### src/rtl/wb_sdram_pkg.sv
// Shared definitions for the SDRAM Wishbone front end and the command
// controller: default address field widths, the row-bank-column address
// split, and the latency arithmetic both sides must agree on.
package wb_sdram_pkg;

    localparam int DEF_ROW_ADDR_BITS = 12;
    localparam int DEF_COL_ADDR_BITS = 9;
    localparam int DEF_BANK_SEL_BITS = 2;
    localparam int DEF_ADDR_BITS     = DEF_BANK_SEL_BITS + DEF_ROW_ADDR_BITS + DEF_COL_ADDR_BITS;

    // Word address layout, MSB first: row, bank, column.
    typedef struct packed {
        logic [DEF_ROW_ADDR_BITS-1:0] row;
        logic [DEF_BANK_SEL_BITS-1:0] bank;
        logic [DEF_COL_ADDR_BITS-1:0] col;
    } sdram_addr_t;

    // Tag carried alongside each in-flight transfer in the ack pipeline.
    typedef enum logic {
        ACK_WRITE = 1'b0,
        ACK_READ  = 1'b1
    } ack_kind_e;

    function automatic sdram_addr_t split_addr(input logic [DEF_ADDR_BITS-1:0] adr);
        return sdram_addr_t'(adr);
    endfunction

    // Accept-to-ack distance: one cycle for the controller to register the
    // command, CAS plus board delay until data is captured, one more to ack.
    function automatic int ack_lat(input int t_cl, input int rd_extra);
        return t_cl + rd_extra + 2;
    endfunction

    // Number of cycles after a read accept during which DQ may carry read data.
    function automatic int rd_busy_cycles(input int t_cl, input int rd_extra);
        return t_cl + rd_extra + 1;
    endfunction

endpackage

### src/rtl/sdram_ack_pipe.sv
// Fixed-depth valid/tag shift register that tracks in-flight transfers.
// Ports:
//   clk, sreset      clock and synchronous active-high reset
//   flush            synchronous clear of every valid bit
//   in_valid, in_tag entry pushed into stage 0 each cycle
//   tap_valid/tap_tag stage TAP, used to time the read-data capture
//   out_valid        last stage (DEPTH-1), i.e. the acknowledge
module sdram_ack_pipe #(
    parameter int DEPTH = 5,
    parameter int TAG_W = 1,
    parameter int TAP   = 3
) (
    input  logic             clk,
    input  logic             sreset,
    input  logic             flush,
    input  logic             in_valid,
    input  logic [TAG_W-1:0] in_tag,
    output logic             tap_valid,
    output logic [TAG_W-1:0] tap_tag,
    output logic             out_valid
);

    logic [DEPTH-1:0] valid_q;
    // Tags are only ever looked at up to the tap, so the tag chain stops there.
    logic [TAG_W-1:0] tag_q [TAP+1];

    always_ff @(posedge clk) begin
        if (sreset || flush) begin
            valid_q <= '0;
        end else begin
            valid_q <= {valid_q[DEPTH-2:0], in_valid};
        end
    end

    // Tags need no reset: they are qualified by the valid chain.
    always_ff @(posedge clk) begin
        tag_q[0] <= in_tag;
        for (int i = 1; i <= TAP; i++) begin
            tag_q[i] <= tag_q[i-1];
        end
    end

    assign tap_valid = valid_q[TAP];
    assign tap_tag   = tag_q[TAP];
    assign out_valid = valid_q[DEPTH-1];

endmodule

### src/rtl/wb_sdram_datapath.sv
// Wishbone B4 pipelined slave front end for the SDRAM command controller.
// Turns bus strobes into controller command handshakes, drives write data
// onto DQ the cycle the controller issues WRITE, captures read data after
// CAS latency and returns in-order acks at a fixed latency.
// Ports:
//   clk, sreset                      clock, synchronous active-high reset
//   wb_cyc/stb/we/adr/dat_w/sel      Wishbone request side
//   wb_stall/ack/dat_r               Wishbone response side
//   cmd_o_valid/ready/addr/we        command handshake to the controller
//   ram_dq_o/ram_dq_oe/ram_dq_i      SDRAM DQ pins owned by this block
module wb_sdram_datapath
    import wb_sdram_pkg::*;
#(
    parameter int ROW_ADDR_BITS = 12,
    parameter int COL_ADDR_BITS = 9,
    parameter int BANK_SEL_BITS = 2,
    parameter int DATA_BYTES    = 2,
    parameter int T_CL          = 3,
    parameter int RD_EXTRA      = 0,
    parameter int ADDR_BITS     = BANK_SEL_BITS + ROW_ADDR_BITS + COL_ADDR_BITS
) (
    input  logic                    clk,
    input  logic                    sreset,
    input  logic                    wb_cyc,
    input  logic                    wb_stb,
    input  logic                    wb_we,
    input  logic [ADDR_BITS-1:0]    wb_adr,
    input  logic [8*DATA_BYTES-1:0] wb_dat_w,
    input  logic [DATA_BYTES-1:0]   wb_sel,
    output logic                    wb_stall,
    output logic                    wb_ack,
    output logic [8*DATA_BYTES-1:0] wb_dat_r,
    output logic                    cmd_o_valid,
    input  logic                    cmd_o_ready,
    output logic [ADDR_BITS-1:0]    cmd_o_addr,
    output logic                    cmd_o_we,
    output logic [8*DATA_BYTES-1:0] ram_dq_o,
    output logic                    ram_dq_oe,
    input  logic [8*DATA_BYTES-1:0] ram_dq_i
);

    localparam int ACK_LAT   = ack_lat(T_CL, RD_EXTRA);
    localparam int BUSY_LOAD = rd_busy_cycles(T_CL, RD_EXTRA);
    localparam int CNT_W     = $clog2(BUSY_LOAD + 1);

    logic [CNT_W-1:0] busy_cnt;
    logic             rd_busy;
    logic             accept;
    logic             tap_valid;
    logic [0:0]       tap_tag;

    // A write must wait while read data may still be on DQ; reads never wait.
    assign rd_busy     = (busy_cnt != '0);
    assign cmd_o_valid = wb_cyc && wb_stb && !(wb_we && rd_busy);
    assign wb_stall    = !cmd_o_ready || (wb_we && rd_busy);
    assign accept      = cmd_o_valid && cmd_o_ready;
    assign cmd_o_addr  = wb_adr;
    assign cmd_o_we    = wb_we;

    always_ff @(posedge clk) begin
        if (sreset) begin
            busy_cnt <= '0;
        end else if (accept && !wb_we) begin
            busy_cnt <= CNT_W'(BUSY_LOAD);
        end else if (rd_busy) begin
            busy_cnt <= busy_cnt - 1'b1;
        end
    end

    // Write data goes out the cycle the controller has WRITE on the pins.
    // The data register holds between writes; only oe is pulsed.
    always_ff @(posedge clk) begin
        if (sreset) begin
            ram_dq_oe <= 1'b0;
            ram_dq_o  <= '0;
        end else begin
            ram_dq_oe <= accept && wb_we;
            if (accept && wb_we) begin
                ram_dq_o <= wb_dat_w;
            end
        end
    end

    // Dropping wb_cyc abandons everything in flight.
    sdram_ack_pipe #(
        .DEPTH (ACK_LAT),
        .TAG_W (1),
        .TAP   (ACK_LAT - 2)
    ) u_ack_pipe (
        .clk       (clk),
        .sreset    (sreset),
        .flush     (!wb_cyc),
        .in_valid  (accept),
        .in_tag    (!wb_we),
        .tap_valid (tap_valid),
        .tap_tag   (tap_tag),
        .out_valid (wb_ack)
    );

    // Read data is captured one cycle before its ack; skipped if the entry
    // is being flushed so wb_dat_r only ever changes on a real read ack.
    always_ff @(posedge clk) begin
        if (sreset) begin
            wb_dat_r <= '0;
        end else if (tap_valid && tap_tag[0] && wb_cyc) begin
            wb_dat_r <= ram_dq_i;
        end
    end

    // Partial byte writes are not supported; DQM is tied low downstream.
    sel_full_word: assert property (@(posedge clk) disable iff (sreset)
        (wb_cyc && wb_stb) |-> (wb_sel == '1));

endmodule

### config.mk
export PLATFORM = sky130hd
export DESIGN_NAME = wb_sdram_datapath
export DESIGN_NICKNAME = d
export VERILOG_FILES = /design/src/rtl/wb_sdram_pkg.sv /design/src/rtl/sdram_ack_pipe.sv /design/src/rtl/wb_sdram_datapath.sv
export SDC_FILE = /design/constraint.sdc
export NUM_CORES = 1
export LEC_CHECK = 0
export BUFFER_PORTS_ARGS = -buffer_cell sky130_fd_sc_hd__buf_2
export CORE_ASPECT_RATIO = 2
export CORE_MARGIN = 2
export CORE_UTILIZATION = 45
export CTS_CLUSTER_DIAMETER = 30
export DETAILED_ROUTE_END_ITERATION = 6
export PLACE_DENSITY_LB_ADDON = 0.2
export SYNTH_ARGS = -nofsm -noshare
export SYNTH_HDL_FRONTEND = slang
export SYNTH_SLANG_ARGS = --single-unit
### constraint.sdc
create_clock -name clk -period 2.55 [get_ports clk]
set_input_delay 0.255 -clock clk [delete_from_list [all_inputs] [get_ports clk]]
set_output_delay 0.255 -clock clk [all_outputs]
set_load 0.03 [all_outputs]
Word level (Yosys, flattened, before mapping):

Memory sizes are Yosys's and may differ from the RTL's.
Index checks and enable logic that the tools add are counted.

* flip-flop bits (word level): 41
* memory bits (writable): 4
* logic and storage cells: 27
* memories kept: 1

Memories
* u_ack_pipe.tag_q: depth 4, bits a word 1, read ports 4, clocked after Yosys merged registers in 0, write ports 4, line sdram_ack_pipe.sv:25 `logic [TAG_W-1:0] tag_q [TAP+1];`

* add/sub/neg operators: 1
* mux-type cells: 2
* reductions and logical operators: 17

Operators with widths (count)
* $logic_and A1 B1 Y1: 8
* $mux W3: 2
* $logic_not A1 Y1: 4
* $reduce_bool A3 Y1: 1
* $sub A3 B1 Y3 const B: 1
* $logic_or A1 B1 Y1: 2
* $reduce_bool A2 Y1: 1
* $reduce_or A2 Y1: 1

Logic depth before layout (Yosys ltp):

* depth in word-level cells: 7
* gate-level depth with buffers: 8
* depth with buffers taken out: 7

By module:

From an unflattened synthesis, not the netlist that was laid out.

* cells, all modules: 209
* area total of the unflattened synthesis: 1975.6 µm²

Modules (own cells, without submodules)
* wb_sdram_datapath: instances 1, cells an instance 195, area an instance 1757.9 µm², sequential area each 720.7 µm²
* sdram_ack_pipe: instances 1, cells an instance 14, area an instance 217.7 µm², sequential area each 180.2 µm²

Worst setup path before layout:

OpenSTA, ideal clock, no wires.

* path kind: register to output
* start point: reg busy_cnt[0]
* end point: out wb_stall
* arrival: 1.586 ns
* setup slack: 0.709 ns
* stages on the path, launching flop included: 6
* path buffers: 1
* cell sequence: dfxtp_1 -> inv_1 -> ha_1 -> ha_1 -> buf_2 -> o21ai_0

* cells in the longest elaborated chain, start to end: 3

Ends and longest elaborated chain
* start, declared: line wb_sdram_datapath.sv:46 `logic [CNT_W-1:0] busy_cnt;`
* start signal, assigned: line wb_sdram_datapath.sv:64 `busy_cnt <= CNT_W'(BUSY_LOAD);`
* start signal, assigned: line wb_sdram_datapath.sv:66 `busy_cnt <= busy_cnt - 1'b1;`
* $reduce_bool A3 Y1: line wb_sdram_datapath.sv:53 `assign rd_busy = (busy_cnt != '0);`
* $logic_and A1 B1 Y1: line wb_sdram_datapath.sv:55 `assign wb_stall = !cmd_o_ready || (wb_we && rd_busy);`
* $logic_or A1 B1 Y1: line wb_sdram_datapath.sv:55
* end, declared: line wb_sdram_datapath.sv:30 `output logic wb_stall,`

Every way passes these cells.

Final worst setup path:

* start point: reg busy_cnt[0]
* end point: out cmd_o_valid

* cells in the longest elaborated chain, start to end: 4

Ends and longest elaborated chain
* $reduce_bool A3 Y1: line wb_sdram_datapath.sv:53
* $logic_and A1 B1 Y1: line wb_sdram_datapath.sv:54 `assign cmd_o_valid = wb_cyc && wb_stb && !(wb_we && rd_busy);`
* $logic_not A1 Y1: line wb_sdram_datapath.sv:54
* $logic_and A1 B1 Y1: line wb_sdram_datapath.sv:54
* end, declared: line wb_sdram_datapath.sv:33 `output logic cmd_o_valid,`

Every way passes these cells.

==> results.toml <==
[outcome]
status = "finished, final reports clean"

[power]
intPower_w = 0.00103
ir_drop_v = 0.000408
sw_frac_of_total = 0.268
power.switching_w = 0.000378
p_comb_frac = 0.150
p_clk_frac = 0.327
pwr_density_cell_nw_per_um2 = 635
pwr-share-seq = 0.523
p_leak_nw = 1.01

[clocking]
cts_tree = "done"
cts-root-buf = "clkbuf_8"
numCtsBuffers = 5
clkSlewWorstSetupHoldPaths_ns = 0.08
clkLatencyLatePin_ns = 0.30
htreeDepth = 2
cts_num_sinks = 45
cts_setup_buffers = 0
clock_path_buffers = 2
cts_resized = 0
holdBufCountCts = 0

[setup_path]
crit_fanout = 7
crit_path_end = "cmd_o_valid"
startpoint = "busy_cnt[0]$_SDFFE_PP0P_"
crit_type = "flop to primary output"
r2r_cells = 6
end_kind = "primary output"
reg2reg_to = "ram_dq_o[14]$_SDFFE_PP0P_"
r2r_start = "busy_cnt[0]$_SDFFE_PP0P_"
rrSetupSlack_ns = 0.91
cp-start-kind = "flop"
cp.required_ns = 2.30
arrival_ns = 1.59

[yosys]
ys_ff_latch = 45
ys_seq_area_frac = 0.464
syn-num-nets = 274
ys_types = 25
synth.area.top_cells = "dfxtp_1, nand2b_1, buf_4, mux2i_1, nand2_1"
yosysWarnings = 0
synthCells = 208
synth_compound_area_frac = 0.0567
synth_top_area_frac = 0.464
synth-xor-area-share = 0.00451
yosysTopAreaCell = "dfxtp_1"
yosys.area_share.simple = 0.229
synth_area_per_cell_sq_um = 9.34
synth_top_family_by_area = "simple AND/OR/NAND/NOR gates"
synth.cell_area_sq_um = 1940
yosys.area_share.adder = 0.0193
synthMuxAreaShare = 0.0876

[drt]
drcViolationCount = 0
routed_via_density = 4.65
vias = 1431
drt-total-wl_um = 3600
drt-initial-drc-count = 23
avgRoutedWirePerCell_um = 11.7
drtPass1Iterations = 4
antenna_left = 0

[global_routing]
grt_pass1_wl_um = 5830
grt_pass1_vias = 1388
antenna_found_initial = 0
grt_max_degree = 54
gr-total-overflow = 0
grt.total_usage = 0.156

[sta]
period_needed_ns = 1.84
rsz0062_at_grt = "false"
hold_violations = 0
maxSlewHeadroom = 0.487
finalSetupViolCount = 0
worst_pin_slew_ns = 0.769
slew_violations = 0
fin_crit_sh = 0.723
max_freq_mhz = 542
fin_skew_ns = 0.00462
finalSetupTns_ns = 0

[floorplanning]
dieArea_sq_um = 4890
die_h_um = 96.9
placementRows = 33
start_util = 0.470
core-area_sq_um = 4130
io_pins = 123
die_w_um = 50.5

[cells_and_area]
final_common_cell = "buf_2"
syn_to_final_growth_pct = 14.5
drive_gt1_frac = 0.340
insertedDiodeCount = 0
final_cell_mix = "buf_2, dfxtp_1, nand2_1"
final_nets = 321
design_area_sq_um = 2220
final_util = 0.538

[hold_path]
worstHoldStart = "ram_dq_i[8]"
hold_class = "input port to flop"

[placed_design]
dp_hpwl_um = 2580
port_buffers = 74
gp_congestion = 0.714
dpl_cell_area_sq_um = 2130

[flow_run]
max-cap-violations = 0
[synthesized netlist by cell type]
cell,instances
nand2b_1,32
xor2_1,1
nand3_1,1
a21oi_1,15
dfxtp_1,45
clkbuf_1,3
and2_1,4
mux2i_1,17
nor2_8,1
nand3_4,1
o21bai_1,1
nand2_1,33
and3_1,1
buf_4,25
nand2_2,1
ha_1,3
nor2b_1,2
o21ai_0,2
buf_6,1
a21oi_2,2
nor3_1,2
buf_12,1
inv_1,5
nor2_1,5
buf_2,4
[worst min path at each step]
stage	end	slack, ns	depth (start not counted)
finish	wb_dat_r[8]$_SDFFE_PP0P_	0.18	3
global route	wb_dat_r[6]$_SDFFE_PP0P_	0.18	3
CTS	wb_dat_r[8]$_SDFFE_PP0P_	0.18	3
detailed placement	u_ack_pipe.tag_q[2]$_DFF_P_	0.32	0
global placement	u_ack_pipe.tag_q[1]$_DFF_P_	0.31	0
floorplan	u_ack_pipe.tag_q[1]$_DFF_P_	0.31	0
[worst max-delay path, stage by stage, from the launching register on]
cell     delay, ns
dfxtp_1       0.35
inv_1         0.05
ha_1          0.20
ha_1          0.29
nor2_1        0.18
nor2_1        0.06
buf_2         0.17
[cell type report]
| class | count | area (sq um) |
|---|---|---|
| Clock inverter | 2 | 13.8 |
| Fill cell | 420 | 1910 |
| Timing Repair Buffer | 74 | 370 |
| Tap cell | 52 | 65.1 |
| Multi-Input combinational cell | 124 | 772 |
| Sequential cell | 45 | 901 |
| Clock buffer | 6 | 82.6 |
| Inverter | 5 | 18.8 |
[power groups by stage]
| stage | clock [W] | sequential, W | combinational [W] |
|---|---|---|---|
| finish | 0.000461 | 0.000739 | 0.000211 |
| global route | 0.000505 | 0.000742 | 0.000237 |
| CTS | 0.000481 | 0.000740 | 0.000214 |
| detailed placement | 0 | 0.000756 | 0.000213 |
| floorplan | 0 | 0.000774 | 0.000203 |
| global placement | 0 | 0.000755 | 0.000210 |
[kinds of logic (layout without fill, tap and decap cells)]
| group | Yosys count | count (layout) |
|---|---|---|
| xor gates and xnor gates | 1 | 1 |
| adders and majority gates | 3 | 3 |
| DFF | 45 | 45 |
| AOI/OAI and AO/OA | 20 | 20 |
| muxes | 17 | 17 |
| and+or+nand+nor | 83 | 83 |
| buffers and inverters | 39 | 87 |
[through the flow]
step	worst slack (ns)	hold WS [ns]	total power (W)	cells
2_1_floorplan	0.709	0.310	0.000978	208
3_3_place_gp	0.934	0.313	0.000966	300
3_5_place_dp	0.897	0.316	0.000970	300
4_1_cts	0.691	0.177	0.00143	308
5_1_grt	0.578	0.184	0.00148	308
6_report	0.706	0.184	0.00141	308
[routing by layer]
layer  GRT usage  routed length [um]  up-vias
met3      0.0494                 294        8
li1            -                   -      728
met4      0.0852                  89        0
met1       0.152                1350      637
met2       0.276                1870       58
met5           0                   0        -
[registers in the layout, summed over array words and instances, names as in the netlist]
register / cells
busy_cnt: 3
ram_dq_o: 16
ram_dq_oe: 1
u_ack_pipe.tag_q: 4
u_ack_pipe.valid_q: 5
wb_dat_r: 16
(Power assumes the default switching activity.)
